[config.mk]
export PLATFORM = sky130hd
export DESIGN_NAME = conv3x3_frame_scheduler_flat
export DESIGN_NICKNAME = d
export VERILOG_FILES = /design/src/rtl/conv_pkg.sv /design/src/rtl/conv3x3_frame_scheduler_if.sv /design/src/rtl/conv3x3_tap_gen.sv /design/src/rtl/conv3x3_frame_scheduler.sv /design/src/flat_wrapper.sv
export SDC_FILE = /design/constraint.sdc
export NUM_CORES = 1
export LEC_CHECK = 0
export CORE_MARGIN = 4
export CORE_UTILIZATION = 49
export DETAILED_ROUTE_END_ITERATION = 6
export GPL_ROUTABILITY_DRIVEN = 0
export PLACE_DENSITY = 0.78
export SLEW_MARGIN = 20
export SYNTH_ARGS = -nofsm -noshare
export SYNTH_HDL_FRONTEND = slang
export SYNTH_SLANG_ARGS = --single-unit
[constraint.sdc]
create_clock -name clk -period 6.5 [get_ports clk]
set_input_delay 0.975 -clock clk [delete_from_list [all_inputs] [get_ports clk]]
set_output_delay 0.975 -clock clk [all_outputs]
set_load 0.1 [all_outputs]
[src/rtl/conv_pkg.sv]
// conv_pkg: shared types, FSM state encoding and output clamp for the 3x3 frame scheduler
//   state_t : IDLE, FETCH, EXEC, WRITE, DONE
//   pixel_t : 8-bit unsigned pixel
//   win_t   : 9-bit signed window tap (pixel zero-extended)
//   acc_t   : 17-bit signed engine result
//   sat_u8  : clamps an acc_t into 0..255
package conv_pkg;

    typedef enum logic [2:0] {IDLE, FETCH, EXEC, WRITE, DONE} state_t;

    typedef logic [7:0]         pixel_t;
    typedef logic signed [8:0]  win_t;
    typedef logic signed [16:0] acc_t;

    function automatic pixel_t sat_u8(acc_t a);
        return a < 17'sd0 ? 8'd0 : a > 17'sd255 ? 8'hff : a[7:0];
    endfunction

endpackage

[src/rtl/conv3x3_frame_scheduler_if.sv]
// conv3x3_frame_scheduler_if: bundles the source-read, engine and destination-write signals
//   src_rd_en / src_rd_addr / src_rd_data : source frame buffer read port (data one cycle after enable)
//   win / conv_out                        : 3x3 window to the engine and its 17-bit result
//   dst_wr_en / dst_wr_addr / dst_wr_data / dst_wr_ready : destination write with ready handshake
//   master : scheduler side, slave : buffers + engine side
interface conv3x3_frame_scheduler_if
    import conv_pkg::*;
#(
    parameter int ADDR_W = 12
);

    logic              src_rd_en;
    logic [ADDR_W-1:0] src_rd_addr;
    pixel_t            src_rd_data;

    win_t              win [0:2][0:2];
    acc_t              conv_out;

    logic              dst_wr_en;
    logic [ADDR_W-1:0] dst_wr_addr;
    pixel_t            dst_wr_data;
    logic              dst_wr_ready;

    modport master (
        output src_rd_en, src_rd_addr, win, dst_wr_en, dst_wr_addr, dst_wr_data,
        input  src_rd_data, conv_out, dst_wr_ready
    );

    modport slave (
        input  src_rd_en, src_rd_addr, win, dst_wr_en, dst_wr_addr, dst_wr_data,
        output src_rd_data, conv_out, dst_wr_ready
    );

endinterface

[src/rtl/conv3x3_tap_gen.sv]
// conv3x3_tap_gen: maps output pixel (x, y) and tap index k to the source address and an in-frame flag
//   i_x, i_y    : output pixel coordinates
//   i_k         : tap index 0..8, row = k/3, col = k%3, offset (-1..+1) from (x, y)
//   o_addr      : row-major source address of the tap (meaningful only when o_in_range)
//   o_in_range  : tap lies inside the frame and k is a valid tap index
module conv3x3_tap_gen #(
    parameter int IMG_W  = 64,
    parameter int IMG_H  = 64,
    parameter int ADDR_W = $clog2(IMG_W * IMG_H),
    parameter int XW     = $clog2(IMG_W),
    parameter int YW     = $clog2(IMG_H)
) (
    input  logic [XW-1:0]     i_x,
    input  logic [YW-1:0]     i_y,
    input  logic [3:0]        i_k,
    output logic [ADDR_W-1:0] o_addr,
    output logic              o_in_range
);

    int w_tx;
    int w_ty;

    always_comb begin
        w_ty       = int'(i_y) + int'(i_k) / 3 - 1;
        w_tx       = int'(i_x) + int'(i_k) % 3 - 1;
        o_in_range = i_k < 4'd9 && w_tx >= 0 && w_tx < IMG_W && w_ty >= 0 && w_ty < IMG_H;
        o_addr     = ADDR_W'(w_ty * IMG_W + w_tx);
    end

endmodule

[src/rtl/conv3x3_frame_scheduler.sv]
// conv3x3_frame_scheduler: walks a WxH frame, gathers zero-padded 3x3 windows for the conv engine,
// clamps each result to 0..255 and writes it to the destination buffer.
//   clk, rst : clock and synchronous active-high reset
//   start    : one-cycle pulse, accepted only in IDLE
//   busy     : high from the cycle after an accepted start through the DONE cycle
//   done     : one-cycle pulse after the last pixel write is accepted
//   bus      : master side of conv3x3_frame_scheduler_if (source read, window/result, destination write)
module conv3x3_frame_scheduler
    import conv_pkg::*;
#(
    parameter int IMG_W    = 64,
    parameter int IMG_H    = 64,
    parameter int CONV_LAT = 1,
    parameter int ADDR_W   = $clog2(IMG_W * IMG_H)
) (
    input  logic clk,
    input  logic rst,
    input  logic start,
    output logic busy,
    output logic done,
    conv3x3_frame_scheduler_if.master bus
);

    localparam int XW = $clog2(IMG_W);
    localparam int YW = $clog2(IMG_H);
    localparam int LW = $clog2(CONV_LAT + 1);

    state_t            r_state;
    logic [XW-1:0]     r_x;
    logic [YW-1:0]     r_y;
    logic [3:0]        r_c;
    logic [LW-1:0]     r_e;
    logic              r_busy;
    logic              r_done;
    logic              r_rd_en;
    logic              r_rd_q;
    logic [ADDR_W-1:0] r_rd_addr;
    logic              r_wr_en;
    logic [ADDR_W-1:0] r_wr_addr;
    pixel_t            r_wr_data;
    win_t              r_win [0:8];

    logic [XW-1:0]     w_nx;
    logic [YW-1:0]     w_ny;
    logic [XW-1:0]     w_tx;
    logic [YW-1:0]     w_ty;
    logic [3:0]        w_k;
    logic              w_last;
    logic              w_in_range;
    logic [ADDR_W-1:0] w_addr;

    // The read strobe is registered, so the tap generator looks one cycle ahead:
    // tap 0 of the next pixel while leaving IDLE/WRITE, tap c+1 while in FETCH cycle c.
    always_comb begin
        w_last = r_x == XW'(IMG_W - 1) && r_y == YW'(IMG_H - 1);
        w_nx   = r_x == XW'(IMG_W - 1) ? '0 : r_x + 1'b1;
        w_ny   = r_x == XW'(IMG_W - 1) ? r_y + 1'b1 : r_y;
        w_tx   = r_state == FETCH ? r_x : r_state == WRITE ? w_nx : '0;
        w_ty   = r_state == FETCH ? r_y : r_state == WRITE ? w_ny : '0;
        w_k    = r_state == FETCH ? r_c + 4'd1 : 4'd0;
    end

    conv3x3_tap_gen #(
        .IMG_W  (IMG_W),
        .IMG_H  (IMG_H),
        .ADDR_W (ADDR_W),
        .XW     (XW),
        .YW     (YW)
    ) u_tap_gen (
        .i_x        (w_tx),
        .i_y        (w_ty),
        .i_k        (w_k),
        .o_addr     (w_addr),
        .o_in_range (w_in_range)
    );

    always_ff @(posedge clk) begin
        if (rst) begin
            r_state   <= IDLE;
            r_x       <= '0;
            r_y       <= '0;
            r_c       <= '0;
            r_e       <= '0;
            r_busy    <= 1'b0;
            r_done    <= 1'b0;
            r_rd_en   <= 1'b0;
            r_rd_q    <= 1'b0;
            r_rd_addr <= '0;
            r_wr_en   <= 1'b0;
            r_wr_addr <= '0;
            r_wr_data <= '0;
            for (int i = 0; i < 9; i++) r_win[i] <= '0;
        end else begin
            // r_rd_q remembers whether the tap issued last cycle was really read or padded
            r_rd_q <= r_rd_en;
            case (r_state)
                IDLE: begin
                    if (start) begin
                        r_state <= FETCH;
                        r_x     <= '0;
                        r_y     <= '0;
                        r_c     <= '0;
                        r_busy  <= 1'b1;
                        r_rd_en <= w_in_range;
                        if (w_in_range) r_rd_addr <= w_addr;
                    end
                end
                FETCH: begin
                    if (r_c != 4'd0) r_win[r_c - 4'd1] <= r_rd_q ? {1'b0, bus.src_rd_data} : '0;
                    r_rd_en <= w_in_range;
                    if (w_in_range) r_rd_addr <= w_addr;
                    r_c <= r_c + 4'd1;
                    if (r_c == 4'd9) begin
                        r_state <= EXEC;
                        r_e     <= '0;
                    end
                end
                EXEC: begin
                    r_e <= r_e + 1'b1;
                    if (r_e == LW'(CONV_LAT)) begin
                        r_state   <= WRITE;
                        r_wr_en   <= 1'b1;
                        r_wr_addr <= ADDR_W'(int'(r_y) * IMG_W + int'(r_x));
                        r_wr_data <= sat_u8(bus.conv_out);
                    end
                end
                WRITE: begin
                    if (bus.dst_wr_ready) begin
                        r_wr_en <= 1'b0;
                        if (w_last) begin
                            r_state <= DONE;
                            r_done  <= 1'b1;
                        end else begin
                            r_state <= FETCH;
                            r_x     <= w_nx;
                            r_y     <= w_ny;
                            r_c     <= '0;
                            r_rd_en <= w_in_range;
                            if (w_in_range) r_rd_addr <= w_addr;
                        end
                    end
                end
                DONE: begin
                    r_state <= IDLE;
                    r_done  <= 1'b0;
                    r_busy  <= 1'b0;
                end
                default: r_state <= IDLE;
            endcase
        end
    end

    assign busy            = r_busy;
    assign done            = r_done;
    assign bus.src_rd_en   = r_rd_en;
    assign bus.src_rd_addr = r_rd_addr;
    assign bus.dst_wr_en   = r_wr_en;
    assign bus.dst_wr_addr = r_wr_addr;
    assign bus.dst_wr_data = r_wr_data;

    for (genvar r = 0; r < 3; r++) begin : g_r
        for (genvar c = 0; c < 3; c++) begin : g_c
            assign bus.win[r][c] = r_win[3 * r + c];
        end
    end

endmodule

[src/flat_wrapper.sv]
// flat-port wrapper written by rule: the top's interface ports become plain ports
module conv3x3_frame_scheduler_flat import conv_pkg::*;
#(
    parameter int IMG_W    = 64,
    parameter int IMG_H    = 64,
    parameter int CONV_LAT = 1,
    parameter int ADDR_W   = $clog2(IMG_W * IMG_H)
)
  (clk, rst, start, busy, done, bus_src_rd_en, bus_src_rd_addr, bus_win, bus_dst_wr_en, bus_dst_wr_addr, bus_dst_wr_data, bus_src_rd_data, bus_conv_out, bus_dst_wr_ready);
  conv3x3_frame_scheduler_if #(.ADDR_W(ADDR_W)) bus_i ();
  input  logic clk;
  input  logic rst;
  input  logic start;
  output logic busy;
  output logic done;
  output wire logic [$bits(bus_i.src_rd_en)-1:0] bus_src_rd_en;
  output wire logic [$bits(bus_i.src_rd_addr)-1:0] bus_src_rd_addr;
  output wire logic [$bits(bus_i.win)-1:0] bus_win;
  output wire logic [$bits(bus_i.dst_wr_en)-1:0] bus_dst_wr_en;
  output wire logic [$bits(bus_i.dst_wr_addr)-1:0] bus_dst_wr_addr;
  output wire logic [$bits(bus_i.dst_wr_data)-1:0] bus_dst_wr_data;
  input wire logic [$bits(bus_i.src_rd_data)-1:0] bus_src_rd_data;
  input wire logic [$bits(bus_i.conv_out)-1:0] bus_conv_out;
  input wire logic [$bits(bus_i.dst_wr_ready)-1:0] bus_dst_wr_ready;
  assign bus_src_rd_en = bus_i.src_rd_en;
  assign bus_src_rd_addr = bus_i.src_rd_addr;
  assign bus_win = {>>{bus_i.win}};
  assign bus_dst_wr_en = bus_i.dst_wr_en;
  assign bus_dst_wr_addr = bus_i.dst_wr_addr;
  assign bus_dst_wr_data = bus_i.dst_wr_data;
  assign bus_i.src_rd_data = bus_src_rd_data;
  assign bus_i.conv_out = bus_conv_out;
  assign bus_i.dst_wr_ready = bus_dst_wr_ready;
  conv3x3_frame_scheduler #(.IMG_W(IMG_W), .IMG_H(IMG_H), .CONV_LAT(CONV_LAT), .ADDR_W(ADDR_W)) u_core (.clk(clk), .rst(rst), .start(start), .busy(busy), .done(done), .bus(bus_i));
endmodule
==> results of run 1 <==
## flip-flops by register name, summed over array words and instances (netlist names)
signal / flops
u_core.r_win: 72
u_core.bus.src_rd_en: 1
u_core.busy: 1
u_core.bus.dst_wr_addr: 12
u_core.r_x: 6
u_core.r_y: 6
u_core.r_c: 4
u_core.bus.src_rd_addr: 12
u_core.done: 1
u_core.r_state: 3
u_core.bus.dst_wr_data: 8
u_core.r_rd_q: 1
u_core.bus.dst_wr_en: 1
u_core.r_e: 1
## layout make-up
class / instances / area, um^2
fill: 1379 / 5920
multi-input combinational: 758 / 4860
timing repair buffer: 163 / 1570
clock inverter: 15 / 195
inverter: 68 / 255
sequential: 129 / 3310
tap: 220 / 275
clock buffer: 17 / 425
## power by group
part	total, mW	leakage [nW]	internal, mW	switching [mW]
clock	1.01	0.298	0.616	0.395
combinational	0.561	2.99	0.183	0.378
sequential	0.892	1.15	0.883	0.00902
total	2.46	4.44	1.68	0.782
## metal layers
layer	vias to the layer above	GRT usage, %
met4	0	9.08
met5	-	0
met1	3577	27.5
met2	337	39.1
li1	3767	-
met3	49	3.98
## cell families after synthesis
| family | count (synthesis) |
|---|---|
| AOI/OAI and AO/OA | 203 |
| xor gates and xnor gates | 38 |
| adders and majority gates | 67 |
| buffers and inverters | 125 |
| DFF | 129 |
| muxes | 20 |
| other | 1 |
| and+or+nand+nor | 421 |
## timing repair
item | 4_1_cts | 5_1_grt
buffers inserted | 0 | 6
setup endpoints to repair | 10 | 13
hold buffers | 0 | 0
pin swaps | 0 | 8
cloned | 0 | 1
resized for setup | 2 | 30
## worst min-delay path, cell delays in order, from the launching register on
cell     delay, ns
dfxtp_1       0.31
nand2_1       0.05
a21oi_1       0.05
## Yosys cell counts (all sizes together), types with 9 or more instances
| cell | number | area [um^2] |
|---|---|---|
| a21o | 20 | 150 |
| buf | 20 | 128 |
| inv | 68 | 255 |
| mux2 | 12 | 161 |
| clkbuf | 37 | 139 |
| nand2b | 26 | 163 |
| xor2 | 18 | 158 |
| a21oi | 82 | 410 |
| nor2 | 166 | 623 |
| nand4 | 14 | 93.8 |
| nand2 | 88 | 330 |
| xnor2 | 20 | 175 |
| a211oi | 10 | 75.1 |
| nor2b | 16 | 100 |
| edfxtp | 72 | 2160 |
| and3 | 9 | 56.3 |
| nand3 | 32 | 160 |
| o21ai | 30 | 150 |
| dfxtp | 57 | 1140 |
| ha | 64 | 801 |
| a31oi | 10 | 62.6 |
| nor3 | 31 | 155 |
## worst max path at each step
stage	cells after the start	slack, ns	from	to
global placement	29	0.23	u_core.r_c[1]$_SDFFE_PP0P_	u_core.bus.src_rd_addr[5]$_SDFFE_PP0P_
detailed placement	29	0.02	u_core.r_c[0]$_SDFFE_PP0P_	u_core.bus.src_rd_addr[2]$_SDFFE_PP0P_
global route	27	-0.003	u_core.r_c[0]$_SDFFE_PP0P_	u_core.bus.src_rd_addr[0]$_SDFFE_PP0P_
floorplan	29	0.10	u_core.r_c[0]$_SDFFE_PP0P_	u_core.bus.src_rd_addr[10]$_SDFFE_PP0P_
CTS	29	0.0008	u_core.r_c[0]$_SDFFE_PP0P_	u_core.bus.src_rd_addr[9]$_SDFFE_PP0P_
finish	29	0.29	u_core.r_c[0]$_SDFFE_PP0P_	u_core.bus.src_rd_addr[0]$_SDFFE_PP0P_
## metrics by stage
| stage | util [%] | hold WS [ns] | setup WS [ns] | std cells | TNS [ns] |
|---|---|---|---|---|---|
| 3_5_place_dp | 59.8 | 0.446 | 0.0200 | 1331 | 0 |
| 6_report | 64.8 | 0.455 | 0.292 | 1370 | 0 |
| 2_1_floorplan | - | 0.471 | 0.101 | 1012 | 0 |
| 5_1_grt | 64.8 | 0.478 | -0.00296 | 1370 | -0.00525 |
| 4_1_cts | 63.6 | 0.455 | 0.000767 | 1363 | 0 |
| 3_3_place_gp | 59.8 | 0.442 | 0.232 | 1331 | 0 |
==> run metrics, run 1 <==
mean number of vias per cell=5.64; Min-Delay Path Class=flip-flop to flip-flop; GRT Residual Overflow=0; crit path DAT=6.51 ns; CTS tree=yes; Yosys warnings=0; Die Span Y=140 um; fmax=0.161 GHz; Leak=4.44 nW; hold endpoint=u_core.bus.dst_wr_addr[10]$_SDFFE_PP0P_; Seq/Total Area, Yosys=38.8%; Diodes inserted=0; Post-synth EDFFs=72; clk slew on worst S/H paths=about 0.06 ns; worst reg2reg endpoint=u_core.bus.src_rd_addr[0]$_SDFFE_PP0P_; Met1 Wirelength=around 9.3 mm; Root Buffer=clkbuf_16; max incr delay on CP=0.37 ns; status=complete, no violations; placed inst area=10100 um^2; leading cell types in the layout, fill and taps excluded=nor2_1, clkdlybuf4s50_1, nand2_1; FF-to-FF Start=u_core.r_c[0]$_SDFFE_PP0P_; Post-synth ARST share=0%; Clock H-tree levels=4; Rows=47; CP Max Fanout=7; PortBufs=136; Synth Area in Compound Gates=15.2%; largest net degree at the start of global routing=80; worst r2r path cells=29; Primary FF master, synth=edfxtp_1; adder-cell share of the synthesized area=approximately a tenth; initial antenna violation count=0; slowest CP cell=dfxtp_4; Layout area overhead=27.9%; top sig layer=met4; Worst Skew=about 0.013 ns; Power Total=2.46 mW; Initial Utilization=50.6%; mux share of post-synthesis cell area=2.84%; drt wl/cell=16.6 um; WL met2=about 11 mm; nets@finish=1233; Tmin final=6.21 ns; Hold Fails Final Rpt=0; Slew Limit Fails=0; r2r setup slk=0.29 ns; CTS buffer count=17; most common cell after layout, fill and taps aside=nor2_1; total track usage=22.5%; PwrDens=226 nW/um^2; #FFs+latches synth=129; Max Cap Viol=0; WP buf/inv=5; Syn Area/Cell=8.48 um^2; later-pin clock latency in the skew report=0.42 ns; antenna viol nets, final=0; Hold Crit Start=u_core.bus.dst_wr_addr[10]$_SDFFE_PP0P_; Simple-Gate Fraction of Synth Area=23.0%; first-pass GRT wire length=36.3 mm; die area=19600 um^2; DRC=0; Netlist cell types=71; crit start category=flip-flop; fin crit share=95.5%; Cells after Synth=1004; Relative slew margins=28.8%; IO Pins=146; most used cell, CP=ha_1; largest family of logic cells by synthesized area=simple AND/OR/NAND/NOR gates; met3 WL=1.53 mm; vias post-DR=7730; Final setup viols=0; Bufs on Longest Clock Path=2; crit path kind=flip-flop to flip-flop; 1st-iter DRT viols=585; Synth Cell Area=about 8500 um^2; Req. time, crit path=6.80 ns; Sink Count=129; core box area=16800 um^2; Post-Route WL=22.7 mm; crit end category=flip-flop; vias in the first global route=7336; layout cells sized above 1=a little under a tenth; drt pass-1 iters=5; slew of the pin with the lowest slew margin=about 1.1 ns; Final Cell Area=10900 um^2; critical path's top delay family=adder cells; DP Wirelength=16.4 mm; die width=between 100 and 150 um; Worst Hold Depth=2; Post-Synth XOR/XNOR Area=3.91%; VDD IR max=0.161 mV
(Power assumes the default switching activity.)
==> run 2: changes to the inputs <==
--- a/config.mk
+++ b/config.mk
@@ -6,11 +6,12 @@
 export NUM_CORES = 1
 export LEC_CHECK = 0
 export CORE_MARGIN = 4
-export CORE_UTILIZATION = 49
+export CORE_UTILIZATION = 50
 export DETAILED_ROUTE_END_ITERATION = 6
 export GPL_ROUTABILITY_DRIVEN = 0
 export PLACE_DENSITY = 0.78
 export SLEW_MARGIN = 20
 export SYNTH_ARGS = -nofsm -noshare
 export SYNTH_HDL_FRONTEND = slang
+export SYNTH_HIERARCHICAL = 1
 export SYNTH_SLANG_ARGS = --single-unit
==> constraint.sdc (replaced) <==
create_clock -name clk -period 6.5 [get_ports clk]
set_input_delay 0.975 -clock clk [delete_from_list [all_inputs] [get_ports clk]]
set_output_delay 0.975 -clock clk [all_outputs]
set_load 0.01 [all_outputs]
==> run 2 against run 1 <==
The run now ends with negative setup slack left. Combinational power decreased by 12%. Utilization increased by 4.6 points. Hold slack got worse by 0.0036 ns. Non-clock buffer count increased by 83. Final area increased by 12%. Total power decreased by 5.7%. Critical path type unchanged.
==> run metrics, run 2 <==
status=complete, but fails checks (was complete, no violations); Root Buffer=clkbuf_16 (unchanged); DP Wirelength=18.6 mm (was 16.4 mm); largest area contributor in the synthesized netlist=edfxtp_1 (unchanged); drt wl/cell=17.7 um (was 16.6 um); Post-Place Cells=1443 (was 1331); Core Util, Final=69.4% (was 64.8%); die area=20400 um^2 (was 19600 um^2); Post-synth ARST share=0% (unchanged); total track usage=25.0% (was 22.5%); filler instances=1316 (was 1379); IO Pins=146 (unchanged); Synth Cell Area=9070 um^2 (was 8520 um^2); CP Max Fanout=7 (unchanged); RSZ-0062 raised after global routing=yes; Initial Utilization=51.7% (was 50.6%); max reg flops=72 (unchanged); core box area=17500 um^2 (was 16800 um^2); max incr delay on CP=0.41 ns (was 0.37 ns); Synth top area share=23.8% (was 25.4%); Syn Area/Cell=8.71 um^2 (was 8.48 um^2); setup TNS=-0.566 ns (was 0 ns); most frequent cell after synthesis=nor2_1 (unchanged); fin worst setup slack=-0.0826 ns (was 0.292 ns); DRC=0 (unchanged); GRT Residual Overflow=0 (unchanged); Netlist cell types=103 (was 71); Die Span Y=143 um (was 140 um); Net Switching=0.637 mW (was 0.782 mW); failing checks=negative setup slack; Hold Buf Count CTS=0 (unchanged); Comb power frac=21.2% (was 22.8%); Hold Crit Start=u_core/bus.dst_wr_data[1]$_SDFFE_PP0P_ (was u_core.bus.dst_wr_addr[10]$_SDFFE_PP0P_); Slew Limit Fails=0 (unchanged); drt pass-1 iters=7 (was 5); placed inst area=11100 um^2 (was 10100 um^2); slowest CP cell=nor4_4 (was dfxtp_4); FF-to-FF Start=u_core/r_c[1]$_SDFFE_PP0P_ (was u_core.r_c[0]$_SDFFE_PP0P_); PwrDens=191 nW/um^2 (was 226 nW/um^2); Sequential Area=3310 um^2 (about the same); Top reg by flops=u_core/r_win (was u_core.r_win); PortBufs=136 (unchanged); fin crit share=101% (was 95.5%); Post-Route WL=26.4 mm (was 22.7 mm); Hold Fails Final Rpt=0 (unchanged); vias in the first global route=8484 (was 7336); Diodes inserted=0 (unchanged); Primary FF master, synth=edfxtp_1 (unchanged); Final Cell Area=12200 um^2 (was 10900 um^2); Worst Hold Depth=2 (unchanged); leading cell types in the layout, fill and taps excluded=clkdlybuf4s50_1, buf_4, nor2_1 (was nor2_1, clkdlybuf4s50_1, nand2_1); hold_ws=0.451 ns (was 0.455 ns); fmax=0.152 GHz (was 0.161 GHz); Max Cap Viol=0 (unchanged); initial antenna violation count=0 (unchanged); Min-Delay Path Class=flip-flop to flip-flop (unchanged); Req. time, crit path=6.84 ns (was 6.80 ns); crit end category=flip-flop (unchanged); Clock power frac=40.5% (was 41.0%); Final setup viols=12 (was 0); CTS tree=yes (unchanged); slew of the pin with the lowest slew margin=1.10 ns (was 1.06 ns); #FFs+latches synth=129 (unchanged); 1st-iter DRT viols=794 (was 585); crit path kind=flip-flop to flip-flop (unchanged); Tmin final=6.58 ns (was 6.21 ns); worst r2r path cells=36 (was 29); crit path DAT=6.93 ns (was 6.51 ns); Yosys warnings=6 (was 0); largest net degree at the start of global routing=59 (was 80); switch share=27.4% (was 31.8%); Sink Count=129 (unchanged); first-pass GRT wire length=41.6 mm (was 36.3 mm); Seq/Total Area, Yosys=36.4% (was 38.8%); Layout area overhead=34.2% (was 27.9%); Flop pwr share=38.3% (was 36.2%); mean number of vias per cell=5.92 (was 5.64); layout cells sized above 1=19.0% (was 9.30%); Synth top cells by count=nor2_1, nand2_1, a21oi_1 (unchanged); antenna viol nets, final=0 (unchanged); most common cell after layout, fill and taps aside=clkdlybuf4s50_1 (was nor2_1); Power Internal=1.69 mW (was 1.68 mW); Worst Skew=0.00690 ns (was 0.0127 ns); area occupied by multi-input gates=5450 um^2 (was 4860 um^2); Post-synth EDFFs=72 (unchanged); Bufs on Longest Clock Path=2 (unchanged); Clock H-tree levels=4 (unchanged); vias post-DR=8816 (was 7730); nets@finish=1347 (was 1233); synth top area cells=edfxtp_1, dfxtp_1, ha_1 (unchanged); most used cell, CP=ha_4 (was ha_1); crit start category=flip-flop (unchanged); die width=143 um (was 140 um); VDD IR max=0.171 mV (was 0.161 mV); later-pin clock latency in the skew report=0.42 ns (about the same); Leak=4.68 nW (was 4.44 nW); Rows=48 (was 47); clk slew on worst S/H paths=0.06 ns (about the same); CTS buffer count=17 (unchanged); worst setup path start=u_core/r_c[1]$_SDFFE_PP0P_ (was u_core.r_c[0]$_SDFFE_PP0P_); Final Non-Filler Cells=1489 (was 1370); Cells after Synth=1041 (was 1004); Relative slew margins=26.7% (was 28.8%)
run 2: cell count changes in the layout (fill, tap and decap cells not counted), sizes merged, moves of 14 or more:
cell    delta
nor3      +25
a21oi     +14
nand2b    -16
inv       +16
nand4     +15
nor2      -61
buf       +83
run 2: routing by layer:
metal	up-vias	share of wire [%]	GRT usage [%]
met5	-	0	0
met4	0	2.9	7.75
met3	78	8.7	5.73
met2	465	48	42.0
met1	4091	41	32.2
li1	4182	-	-
run 2: path summary, 6_finish.rpt:
check | end | slack (ns)
min reg2reg | u_core/bus.dst_wr_data[1]$_SDFFE_PP0P_ | 0.45
min | u_core/bus.dst_wr_data[1]$_SDFFE_PP0P_ | 0.45
max | u_core/bus.src_rd_addr[9]$_SDFFE_PP0P_ | -0.08
max reg2reg | u_core/bus.src_rd_addr[9]$_SDFFE_PP0P_ | -0.08
run 2: final cells by class:
cell class                      instances  area share [%]
Clock buffer                           17            3.50
Timing Repair Buffer                  246            18.1
Sequential cell                       129            27.2
Timing Repair inverter                  1          0.0411
Multi-Input combinational cell        769            44.8
Inverter                               87            2.73
Tap cell                              225            2.31
Clock inverter                         15            1.31
run 2: power by group through the flow:
stage                     Clock, mW  Sequential [mW]  Combinational (mW)
after global routing          0.987            0.892               0.534
final                         0.940            0.890               0.493
after floorplan                   0            0.918               0.268
after detailed placement          0            0.907               0.447
after CTS                     0.956            0.890               0.459
after global placement            0            0.906               0.442
run 2: timing repair:
item | CTS | global route
gates resized for setup | 14 | 73
endpoints found under the hold margin | 0 | 0
gates cloned | 1 | 1
setup buffers | 5 | 7
pin swaps | 10 | 46
setup endpoints to repair | 13 | 13
run 2: critical path: cells and delay by family (launching register included):
family | cells | cell delay (ns)
buf+inv | 6 | 0.72
flops | 1 | 0.36
xor+xnor | 1 | 0.18
fa+ha+maj | 5 | 0.74
compound gates | 8 | 1.72
simple gates | 16 | 2.78
run 2: cell families after synthesis:
group | share of synthesized area, %
muxes | 0.883
other | 0.0414
adders and majority gates | 9.49
xor gates and xnor gates | 3.38
AOI/OAI and AO/OA | 20.0
DFF | 36.4
and+or+nand+nor | 21.7
buffers and inverters | 8.10
run 2: stage by stage:
step / power, mW / setup WS, ns
2_1_floorplan: 1.19 / 0.0198
3_3_place_gp: 1.35 / 0.0232
3_5_place_dp: 1.35 / -0.236
4_1_cts: 2.30 / 0.0309
5_1_grt: 2.41 / -0.455
6_report: 2.32 / -0.0826
==> run 3: changes to the inputs <==
--- a/config.mk
+++ b/config.mk
@@ -9,7 +9,7 @@
 export CORE_UTILIZATION = 50
 export DETAILED_ROUTE_END_ITERATION = 6
 export GPL_ROUTABILITY_DRIVEN = 0
-export PLACE_DENSITY = 0.78
+export PLACE_DENSITY = 0.75
 export SLEW_MARGIN = 20
 export SYNTH_ARGS = -nofsm -noshare
 export SYNTH_HDL_FRONTEND = slang
==> constraint.sdc (replaced) <==
create_clock -name clk -period 7.51 [get_ports clk]
set_input_delay 1.1265 -clock clk [delete_from_list [all_inputs] [get_ports clk]]
set_output_delay 1.1265 -clock clk [all_outputs]
set_load 0.01 [all_outputs]
==> run 3 against run 2 <==
The run now ends clean. Global-route usage fell by 1.4 points. Non-clock buffer count fell by 93. Final cell count fell by 6.3%. Wire length fell by 9.3%. Total power fell by 15%. Setup slack improved by 0.52 ns. Critical path depth fell by 7. Combinational power fell by 27%. Utilization fell by 6.0 points. Fmax fell by 7.0%. Critical endpoint is now u_core/bus.src_rd_addr[11]$_SDFFE_PP0P_. Largest cell class unchanged. Highest routed layer unchanged.
==> run metrics, run 3 (synthesis results as in run 2) <==
Hold Fails Final Rpt=0 (unchanged); PostCTS Resize Cnt=0 (was 14); IO Pins=146 (unchanged); Final Non-Filler Cells=1395 (was 1489); Clock H-tree levels=4 (unchanged); RSZ-0062 raised after global routing=yes (unchanged); Min-Delay Path Class=flip-flop to flip-flop (unchanged); Sequential Area=3300 um^2 (was 3310 um^2); max incr delay on CP=0.50 ns (was 0.41 ns); Req. time, crit path=7.79 ns (was 6.84 ns); hold_ws=0.447 ns (was 0.451 ns); first-pass GRT wire length=39.4 mm (was 41.6 mm); CP Max Fanout=12 (was 7); FF-to-FF Start=u_core/r_c[1]$_SDFFE_PP0P_ (unchanged); Final setup viols=0 (was 12); drt wl/cell=17.2 um (was 17.7 um); filler instances=1513 (was 1316); total track usage=23.6% (was 25.0%); setup TNS=0 ns (was -0.566 ns); crit start category=flip-flop (unchanged); GRT Residual Overflow=0 (unchanged); later-pin clock latency in the skew report=0.42 ns (about the same); Sink Count=129 (unchanged); initial antenna violation count=0 (unchanged); 1st-iter DRT viols=799 (was 794); antenna viol nets, final=0 (unchanged); DRC=0 (unchanged); Slew Limit Fails=0 (unchanged); postcts setup bufs=0 (was 5); WP buf/inv=4 (was 6); slowest CP cell=or3_2 (was nor4_4); die area=20400 um^2 (unchanged); layout cells sized above 1=8.55% (was 19.0%); drt pass-1 iters=6 (was 7); Hold Crit Start=u_core/bus.dst_wr_data[3]$_SDFFE_PP0P_ (was u_core/bus.dst_wr_data[1]$_SDFFE_PP0P_); max reg flops=72 (unchanged); most used cell, CP=ha_1 (was ha_4); VDD IR max=0.166 mV (was 0.171 mV); Root Buffer=clkbuf_16 (unchanged); Layout area overhead=22.6% (was 34.2%); nets@finish=1253 (was 1347); Die Span Y=143 um (unchanged); Diodes inserted=0 (unchanged); CTS tree=yes (unchanged); slew of the pin with the lowest slew margin=1.03 ns (was 1.10 ns); Core Util, Final=63.4% (was 69.4%); core box area=17500 um^2 (unchanged); Leak=4.21 nW (was 4.68 nW); vias in the first global route=7675 (was 8484); DP Wirelength=17.6 mm (was 18.6 mm); die width=143 um (unchanged); Max Cap Viol=0 (unchanged); Worst Skew=0.00627 ns (was 0.00690 ns); Rows=48 (unchanged); vias post-DR=8221 (was 8816); largest net degree at the start of global routing=59 (unchanged); Top reg by flops=u_core/r_win (unchanged); Bufs on Longest Clock Path=2 (unchanged); most common cell after layout, fill and taps aside=clkdlybuf4s50_1 (unchanged); fin crit share=94.2% (was 101%); Tmin final=7.08 ns (was 6.58 ns); mean number of vias per cell=5.89 (was 5.92); CTS buffer count=17 (unchanged); critical path's top delay family=simple AND/OR/NAND/NOR gates (unchanged); worst setup path start=u_core/r_c[1]$_SDFFE_PP0P_ (unchanged); status=complete, no violations (was complete, but fails checks); area occupied by multi-input gates=5110 um^2 (was 5450 um^2); Post-Place Cells=1363 (was 1443); PwrDens=178 nW/um^2 (was 191 nW/um^2); crit path kind=flip-flop to flip-flop (unchanged); leading cell types in the layout, fill and taps excluded=clkdlybuf4s50_1, nor2_1, nand2_1 (was clkdlybuf4s50_1, buf_4, nor2_1); crit end category=flip-flop (unchanged); Relative slew margins=30.3% (was 26.7%); clk slew on worst S/H paths=0.06 ns (about the same); Initial Utilization=51.7% (unchanged); Hold Buf Count CTS=0 (unchanged); PortBufs=136 (unchanged); Post-Route WL=23.9 mm (was 26.4 mm); fmax=0.141 GHz (was 0.152 GHz); crit path DAT=7.35 ns (was 6.93 ns)
-- run 3: area by class of cell --
type / instances / area share [%]
tap: 225 / 2.53
clock inverter: 15 / 1.64
inverter: 87 / 2.94
sequential: 129 / 29.7
timing repair buffer: 153 / 13.3
multi-input combinational: 769 / 46.0
clock buffer: 17 / 3.83
-- run 3: final timing paths --
kind                                             endpoint  slack, ns  cells past startpoint
hold reg to reg    u_core/bus.dst_wr_data[3]$_SDFFE_PP0P_       0.45                      2
setup / recovery  u_core/bus.src_rd_addr[11]$_SDFFE_PP0P_       0.43                     29
setup reg to reg  u_core/bus.src_rd_addr[11]$_SDFFE_PP0P_       0.43                     29
hold / removal     u_core/bus.dst_wr_data[3]$_SDFFE_PP0P_       0.45                      2
-- run 3: tightest hold or removal path, stage by stage (launching register included) --
cell and delay [ns]:
dfxtp_1 0.30, nand2_1 0.05, a21oi_1 0.05
-- run 3: stage by stage --
step / total power [mW] / worst slack, ns / cell area (um^2)
finish: 1.97 / 0.433 / 11100
CTS: 1.98 / 0.0351 / 11100
floorplan: 1.03 / 0.963 / 9100
detailed placement: 1.14 / 0.0955 / 10500
global placement: 1.13 / 0.343 / 10500
global route: 2.06 / -0.0160 / 11100
-- run 3: where the power goes --
part | internal, mW | switching (mW) | leakage, nW
clock network | 0.526 | 0.316 | 0.297
registers | 0.763 | 0.00705 | 1.17
logic | 0.161 | 0.200 | 2.74
-- run 3: routing by layer --
layer | track usage (%) | wire length (um) | vias to the layer above
met5 | 0 | 0 | -
met4 | 4.75 | 165 | 0
met3 | 5.22 | 2100 | 17
met2 | 35.8 | 10600 | 372
met1 | 34.9 | 11100 | 3856
li1 | - | - | 3976
